File: config.mk
export PLATFORM = sky130hd
export DESIGN_NAME = dfi_datapath_sched
export DESIGN_NICKNAME = d
export VERILOG_FILES = /design/src/rtl/dfi_datapath_sched.sv
export SDC_FILE = /design/constraint.sdc
export NUM_CORES = 2
export LEC_CHECK = 0
export ABC_CLOCK_PERIOD_IN_PS = 11600
export CORE_UTILIZATION = 30
export DETAILED_ROUTE_END_ITERATION = 10
export GPL_ROUTABILITY_DRIVEN = 1
export SYNTH_ARGS = -nofsm -noshare
export SYNTH_HDL_FRONTEND = slang
export SYNTH_SLANG_ARGS = --single-unit
File: constraint.sdc
create_clock -name core_clk -period 11.6 [get_ports core_clk]
set_input_delay 2.9 -clock core_clk [delete_from_list [all_inputs] [get_ports core_clk]]
set_output_delay 2.9 -clock core_clk [all_outputs]
set_load 0.01 [all_outputs]
File: src/rtl/dfi_datapath_sched.sv
// DFI write/read data buffering with programmable write-latency launch and read-slot credit tracking.
// Optional write byte-mask storage is enabled by defining DFI_DATAPATH_WRMASK_EN.
module dfi_datapath_sched #(
  parameter int C_DFI_FREQ_RATIO = 2,
  parameter int C_DFI_DATA_WIDTH = 32,
  parameter int C_WFIFO_AW       = 4,
  parameter int C_RFIFO_AW       = 5,
  parameter int C_MAX_WRLAT      = 16
) (
  input  logic                                           core_clk,
  input  logic                                           core_arstn,
  input  logic [$clog2(C_MAX_WRLAT+1)-1:0]               cfg_wrlat,
  input  logic                                           w_wren,
  input  logic [C_DFI_FREQ_RATIO*C_DFI_DATA_WIDTH-1:0]   w_wdata,
`ifdef DFI_DATAPATH_WRMASK_EN
  input  logic [C_DFI_FREQ_RATIO*C_DFI_DATA_WIDTH/8-1:0] w_wmask,
`endif
  output logic                                           w_wfull,
  output logic                                           w_avail,
  input  logic                                           w_issue,
  output logic                                           dfi_wrdata_en,
  output logic [C_DFI_FREQ_RATIO*C_DFI_DATA_WIDTH-1:0]   dfi_wrdata,
  output logic [C_DFI_FREQ_RATIO*C_DFI_DATA_WIDTH/8-1:0] dfi_wrdata_mask,
  input  logic                                           r_reserve,
  output logic                                           r_credit,
  input  logic                                           dfi_rddata_valid,
  input  logic [C_DFI_FREQ_RATIO*C_DFI_DATA_WIDTH-1:0]   dfi_rddata,
  input  logic                                           r_rden,
  output logic [C_DFI_FREQ_RATIO*C_DFI_DATA_WIDTH-1:0]   r_rdata,
  output logic                                           r_rempty,
  output logic                                           err_underrun,
  output logic                                           err_overflow
);

  localparam int W      = C_DFI_FREQ_RATIO * C_DFI_DATA_WIDTH;
  localparam int MW     = W / 8;
  localparam int WDEPTH = 2 ** C_WFIFO_AW;
  localparam int RDEPTH = 2 ** C_RFIFO_AW;
  localparam int LW     = $clog2(C_MAX_WRLAT + 1);
  // Committed count covers every buffered word plus underrun launches still in flight.
  localparam int CW     = $clog2(WDEPTH + C_MAX_WRLAT + 1) + 1;
`ifdef DFI_DATAPATH_WRMASK_EN
  localparam int WE     = W + MW;
`else
  localparam int WE     = W;
`endif

  typedef logic [C_WFIFO_AW-1:0] wptr_t;
  typedef logic [C_WFIFO_AW:0]   wcnt_t;
  typedef logic [CW-1:0]         cmt_t;
  typedef logic [C_RFIFO_AW-1:0] rptr_t;
  typedef logic [C_RFIFO_AW:0]   rcnt_t;
  typedef logic [C_RFIFO_AW+1:0] rsum_t;
  typedef logic [LW-1:0]         lat_t;

  wptr_t wwr_ptr_q, wwr_ptr_d, wrd_ptr_q, wrd_ptr_d;
  wcnt_t wcount_q, wcount_d;
  cmt_t  committed_q, committed_d;
  logic [C_MAX_WRLAT-1:0] dl_q, dl_d;
  rptr_t rwr_ptr_q, rwr_ptr_d, rrd_ptr_q, rrd_ptr_d;
  rcnt_t rcount_q, rcount_d, rout_q, rout_d;
  logic  err_underrun_q, err_underrun_d, err_overflow_q, err_overflow_d;

  logic [WE-1:0] wmem [WDEPTH];
  logic [W-1:0]  rmem [RDEPTH];
  logic [WE-1:0] w_entry, w_head;

  lat_t lat_eff;
  logic launch, w_pop, w_push, r_valid_ok, r_reserve_ok, r_pop;

`ifdef DFI_DATAPATH_WRMASK_EN
  assign w_entry = {w_wmask, w_wdata};
`else
  assign w_entry = w_wdata;
`endif
  assign w_head = wmem[wrd_ptr_q];

  // NOTE: every always_comb output gets a default first so no path can infer a latch.
  always_comb begin
    lat_eff = cfg_wrlat;
    if (cfg_wrlat == '0)                      lat_eff = lat_t'(1);
    else if (cfg_wrlat > lat_t'(C_MAX_WRLAT)) lat_eff = lat_t'(C_MAX_WRLAT);
    launch = 1'b0;
    for (int i = 0; i < C_MAX_WRLAT; i++) begin
      if (lat_eff == lat_t'(i + 1)) launch = dl_q[i];
    end
  end

  // A launch pops the head in its own cycle, which frees a slot for a same-cycle push.
  assign w_pop        = launch & (wcount_q != '0);
  assign w_push       = w_wren & (~w_wfull | w_pop);
  assign r_credit     = (rsum_t'(rcount_q) + rsum_t'(rout_q)) < rsum_t'(RDEPTH);
  assign r_reserve_ok = r_reserve & r_credit;
  assign r_valid_ok   = dfi_rddata_valid & (rout_q != '0);
  assign r_pop        = r_rden & ~r_rempty;

  always_comb begin
    dl_d           = {dl_q[C_MAX_WRLAT-2:0], w_issue};
    wwr_ptr_d      = wwr_ptr_q + wptr_t'(w_push);
    wrd_ptr_d      = wrd_ptr_q + wptr_t'(w_pop);
    wcount_d       = wcount_q + wcnt_t'(w_push) - wcnt_t'(w_pop);
    committed_d    = committed_q + cmt_t'(w_issue) - cmt_t'(launch);
    err_underrun_d = err_underrun_q | (launch & (wcount_q == '0));
    rwr_ptr_d      = rwr_ptr_q + rptr_t'(r_valid_ok);
    rrd_ptr_d      = rrd_ptr_q + rptr_t'(r_pop);
    rcount_d       = rcount_q + rcnt_t'(r_valid_ok) - rcnt_t'(r_pop);
    rout_d         = rout_q + rcnt_t'(r_reserve_ok) - rcnt_t'(r_valid_ok);
    err_overflow_d = err_overflow_q | (dfi_rddata_valid & (rout_q == '0));
  end

  // NOTE: sequential state uses non-blocking assignments so all registers update from pre-edge values.
  always_ff @(posedge core_clk or negedge core_arstn) begin
    if (!core_arstn) begin
      dl_q           <= '0;
      wwr_ptr_q      <= '0;
      wrd_ptr_q      <= '0;
      wcount_q       <= '0;
      committed_q    <= '0;
      err_underrun_q <= 1'b0;
      rwr_ptr_q      <= '0;
      rrd_ptr_q      <= '0;
      rcount_q       <= '0;
      rout_q         <= '0;
      err_overflow_q <= 1'b0;
    end else begin
      dl_q           <= dl_d;
      wwr_ptr_q      <= wwr_ptr_d;
      wrd_ptr_q      <= wrd_ptr_d;
      wcount_q       <= wcount_d;
      committed_q    <= committed_d;
      err_underrun_q <= err_underrun_d;
      rwr_ptr_q      <= rwr_ptr_d;
      rrd_ptr_q      <= rrd_ptr_d;
      rcount_q       <= rcount_d;
      rout_q         <= rout_d;
      err_overflow_q <= err_overflow_d;
    end
  end

  // NOTE: storage arrays are not reset; the counters define validity and outputs are gated when empty.
  always_ff @(posedge core_clk) begin
    if (w_push)     wmem[wwr_ptr_q] <= w_entry;
    if (r_valid_ok) rmem[rwr_ptr_q] <= dfi_rddata;
  end

  assign w_wfull       = wcount_q == wcnt_t'(WDEPTH);
  assign w_avail       = cmt_t'(wcount_q) > committed_q;
  assign dfi_wrdata_en = launch;
  assign dfi_wrdata    = w_pop ? w_head[W-1:0] : '0;
`ifdef DFI_DATAPATH_WRMASK_EN
  assign dfi_wrdata_mask = w_pop ? w_head[WE-1:W] : '0;
`else
  assign dfi_wrdata_mask = '0;
`endif
  assign r_rempty      = rcount_q == '0;
  assign r_rdata       = r_rempty ? '0 : rmem[rrd_ptr_q];
  assign err_underrun  = err_underrun_q;
  assign err_overflow  = err_overflow_q;

endmodule

==> results.py <==
metrics = {
    "floorplan": {
        "ioPinCount": 283,
        "die_h_um": 637,
        "std_cell_rows": 232,
        "start_util_pct": 30.2,
        "die-area_mm2": 0.405,
        "coreArea_mm2": 0.400,
        "die_w_um": 637,
    },
    "power": {
        "ir_drop_mv": 0.243,
        "power_density_mw_per_mm2": 247,
        "p_leak_nw": 44.5,
        "power_w": 0.0347,
    },
    "grt": {
        "grt_max_degree": 143,
        "overflow": 0,
        "grt_usage_pct": 14.9,
        "first_global_vias": 61100,
        "grt_pass1_wl_mm": 443,
        "antenna_found_initial": 36,
    },
    "timing": {
        "worst_pin_slew_ns": 1.27,
        "final_max_slew_viol_count": 0,
        "final_hold_viol_count": 0,
        "finClkSkew_ns": 0.105,
        "fmaxAchievable_mhz": 109,
        "rsz0062_at_grt": "no",
        "setup_tns_ns": 0,
        "maxSlewHeadroom_pct": 15.3,
        "period_share_pct": 79.4,
        "final.setup.worst_slack_ns": 2.39,
        "period_minus_slack_ns": 9.21,
        "setup_viol": 0,
    },
    "detailed_routing": {
        "drc": 0,
        "viasPerCell": 5.13,
        "first_iter_violations": 5954,
        "highest_layer": "met5",
        "drtAntennaViolNets": 0,
        "wl_met2_mm": 156,
        "wl_per_cell_um": 26.6,
        "drt_wl_total_mm": 311,
        "wl_met1_mm": 127,
        "wl_met3_mm": 20.5,
        "vias": 60000,
        "drt_first_pass_iters": 5,
    },
    "setup_path": {
        "reg2reg_depth": 9,
        "required_ns": 8.70,
        "criticalPathCategory": "input pin to primary output",
        "critPathLaunchType": "input pin",
        "crit_fanout": 40,
        "r2r_slack_ns": 7.24,
        "cp.arrival_ns": 6.31,
        "endpoint_kind": "primary output",
    },
    "worst_hold_path": {
        "hold_class": "flop to flop",
        "holdPathStages": 0,
    },
    "cells_and_area": {
        "multiInputGateArea_mm2": 0.0257,
        "layout.cells.non_filler": 11700,
        "drive_gt1_share_pct": 18.7,
        "nets": 6351,
        "area_growth_pct": 16.3,
        "fillers": 36800,
        "seq_area_mm2": 0.0938,
    },
    "synthesis": {
        "synth_top_area_share_pct": 76.4,
        "ys_seq_area_share_pct": 77.6,
        "avgSynthCellArea_um2": 21.0,
        "syn_inst": 5741,
        "ys_types": 54,
        "ys_ff_latch": 3132,
        "netlist_top_cells_area": "edfxtp_1 76%, mux4_2 9.5%, mux2i_1 4.7%",
        "yosys_warnings": 0,
        "synth-edff-count": 3072,
        "syn-cell-area_mm2": 0.121,
        "synth_ff_type": "edfxtp_1",
        "synth_top_area_cell": "edfxtp_1",
        "ys_async_sr_fraction_pct": 1.92,
    },
    "clocking": {
        "numCtsBuffers": 329,
        "postCtsHoldBufs": 0,
        "cts_setup_buffers": 0,
        "clk_path_buf_depth": 4,
        "post_cts_resized": 0,
        "cts_max_level": 5,
        "cts_root_buffer": "clkbuf_16",
        "clkLatencyLatePin_ns": 0.96,
        "cts_tree": "built",
        "cts_sinks": 3132,
        "clk_pin_slew_ns": 0.05,
    },
    "placed_design": {
        "dp_hpwl_mm": 156,
        "io_buffers": 274,
        "pre_cts_ws_ns": 2.34,
        "place.gp.congestion": 0.740,
        "placed_cells": 11100,
    },
    "outcome": {
        "status": "completed",
    },
    "flow_run": {
        "maxCapViolCount": 0,
    },
}
-- Yosys cell counts (3+ instances only) --
cell type / number
a22o_1: 7
fa_1: 4
nor2b_1: 6
buf_6: 10
mux4_2: 511
or3_1: 57
nor2_1: 45
o31ai_1: 3
inv_1: 42
nor3_1: 5
buf_1: 39
nand3b_1: 6
mux2i_1: 566
o22a_1: 55
buf_4: 75
o221ai_1: 262
ha_1: 47
dfrtp_1: 60
xnor2_1: 15
clkbuf_1: 143
o21bai_1: 4
mux2_2: 38
a21oi_1: 166
nand2_1: 108
nand3_1: 7
a211oi_1: 39
nor4_1: 16
buf_2: 61
nand2b_1: 7
clkbuf_4: 3
xor2_1: 12
o22ai_1: 93
and2_1: 28
edfxtp_1: 3072
o21ai_0: 94
a21o_1: 10
-- path summary, 6_finish.rpt --
kind	startpoint	to
hold / removal	dl_q[13]$_DFF_PN0_	dl_q[14]$_DFF_PN0_
hold reg to reg	dl_q[13]$_DFF_PN0_	dl_q[14]$_DFF_PN0_
min in group asynchronous	core_arstn	rrd_ptr_q[2]$_DFF_PN0_
setup / recovery	cfg_wrlat[0]	dfi_wrdata[9]
max in group asynchronous	core_arstn	wrd_ptr_q[0]$_DFF_PN0_
setup reg to reg	rout_q[2]$_DFF_PN0_	rmem[13][36]$_DFFE_PP_
-- worst max-delay path: stages --
cell             delay (ns)
clkdlybuf4s50_1        0.64
mux4_2                 0.54
a32oi_1                0.28
nor2_1                 0.12
a21oi_4                0.11
buf_4                  0.46
inv_2                  0.44
and2_1                 0.28
clkdlybuf4s50_1        0.47
-- stage by stage --
step                      util (%)  hold slack, ns  area [µm²]
after floorplan                  -           0.349      121000
after global placement        32.5           0.371      130000
after detailed placement      32.5           0.368      130000
after CTS                     35.1           0.382      140000
after global routing          35.1           0.385      140000
final                         35.1           0.381      141000
-- flip-flops by register name (all words and copies together) (netlist names) --
signal        count
rmem           2048
wmem           1024
dl_q             16
committed_q       7
rcount_q          6
rout_q            6
rrd_ptr_q         5
rwr_ptr_q         5
wcount_q          5
wrd_ptr_q         4
wwr_ptr_q         4
err_overflow      1
err_underrun      1
-- power breakdown --
part	leakage [nW]	total (W)	internal (W)	switching [W]
clock	5.02	0.0102	0.00577	0.00439
combinational	11.1	0.0106	0.00443	0.00617
sequential	28.4	0.0139	0.0134	0.000531
-- placed cells by master (no fill, tap or decap), drive strengths merged, types with 8 or more instances in the layout --
master	count
edfxtp	3072
mux2i	566
mux4	511
clkbuf	413
clkdlybuf4s50	273
o221ai	262
a21oi	168
buf	139
clkinv	139
nand2	108
o21ai	94
o22ai	93
dfrtp	60
inv	60
or3	57
o22a	55
ha	47
nor2	45
a211oi	39
mux2	38
and2	28
bufinv	19
nor4	16
xnor2	15
xor2	12
clkinvlp	11
diode	10
a21o	10
conb	8
-- cell families (layout without fill, tap and decap cells) --
family	count (synthesis)	in the layout	share of synthesized area [%]
buffers and inverters	375	1054	1.53
multiplexers	1115	1115	14.6
other	1	18	0.00310
AND/OR/NAND/NOR	294	294	1.21
AO/OA/AOI/OAI	746	746	4.34
XOR/XNOR	27	27	0.196
adder cells (fa/ha/maj)	51	51	0.553
flip-flops	3132	3132	77.6
-- layout make-up --
| type | count | area share (%) |
|---|---|---|
| sequential | 3132 | 66.7 |
| multi-input combinational | 2241 | 18.3 |
| clock buffer | 413 | 6.19 |
| tap | 5265 | 4.69 |
| timing repair buffer | 412 | 2.80 |
| clock inverter | 185 | 1.17 |
| inverter | 44 | 0.125 |
| antenna | 10 | 0.0178 |
-- per-layer routing --
metal  GRT usage [%]  vias to the layer above
li1                -                    25000
met1            19.4                    32300
met2            25.7                     2199
met3            2.48                      493
met4            3.70                       22
met5               0                        -
(Power assumes the default switching activity.)
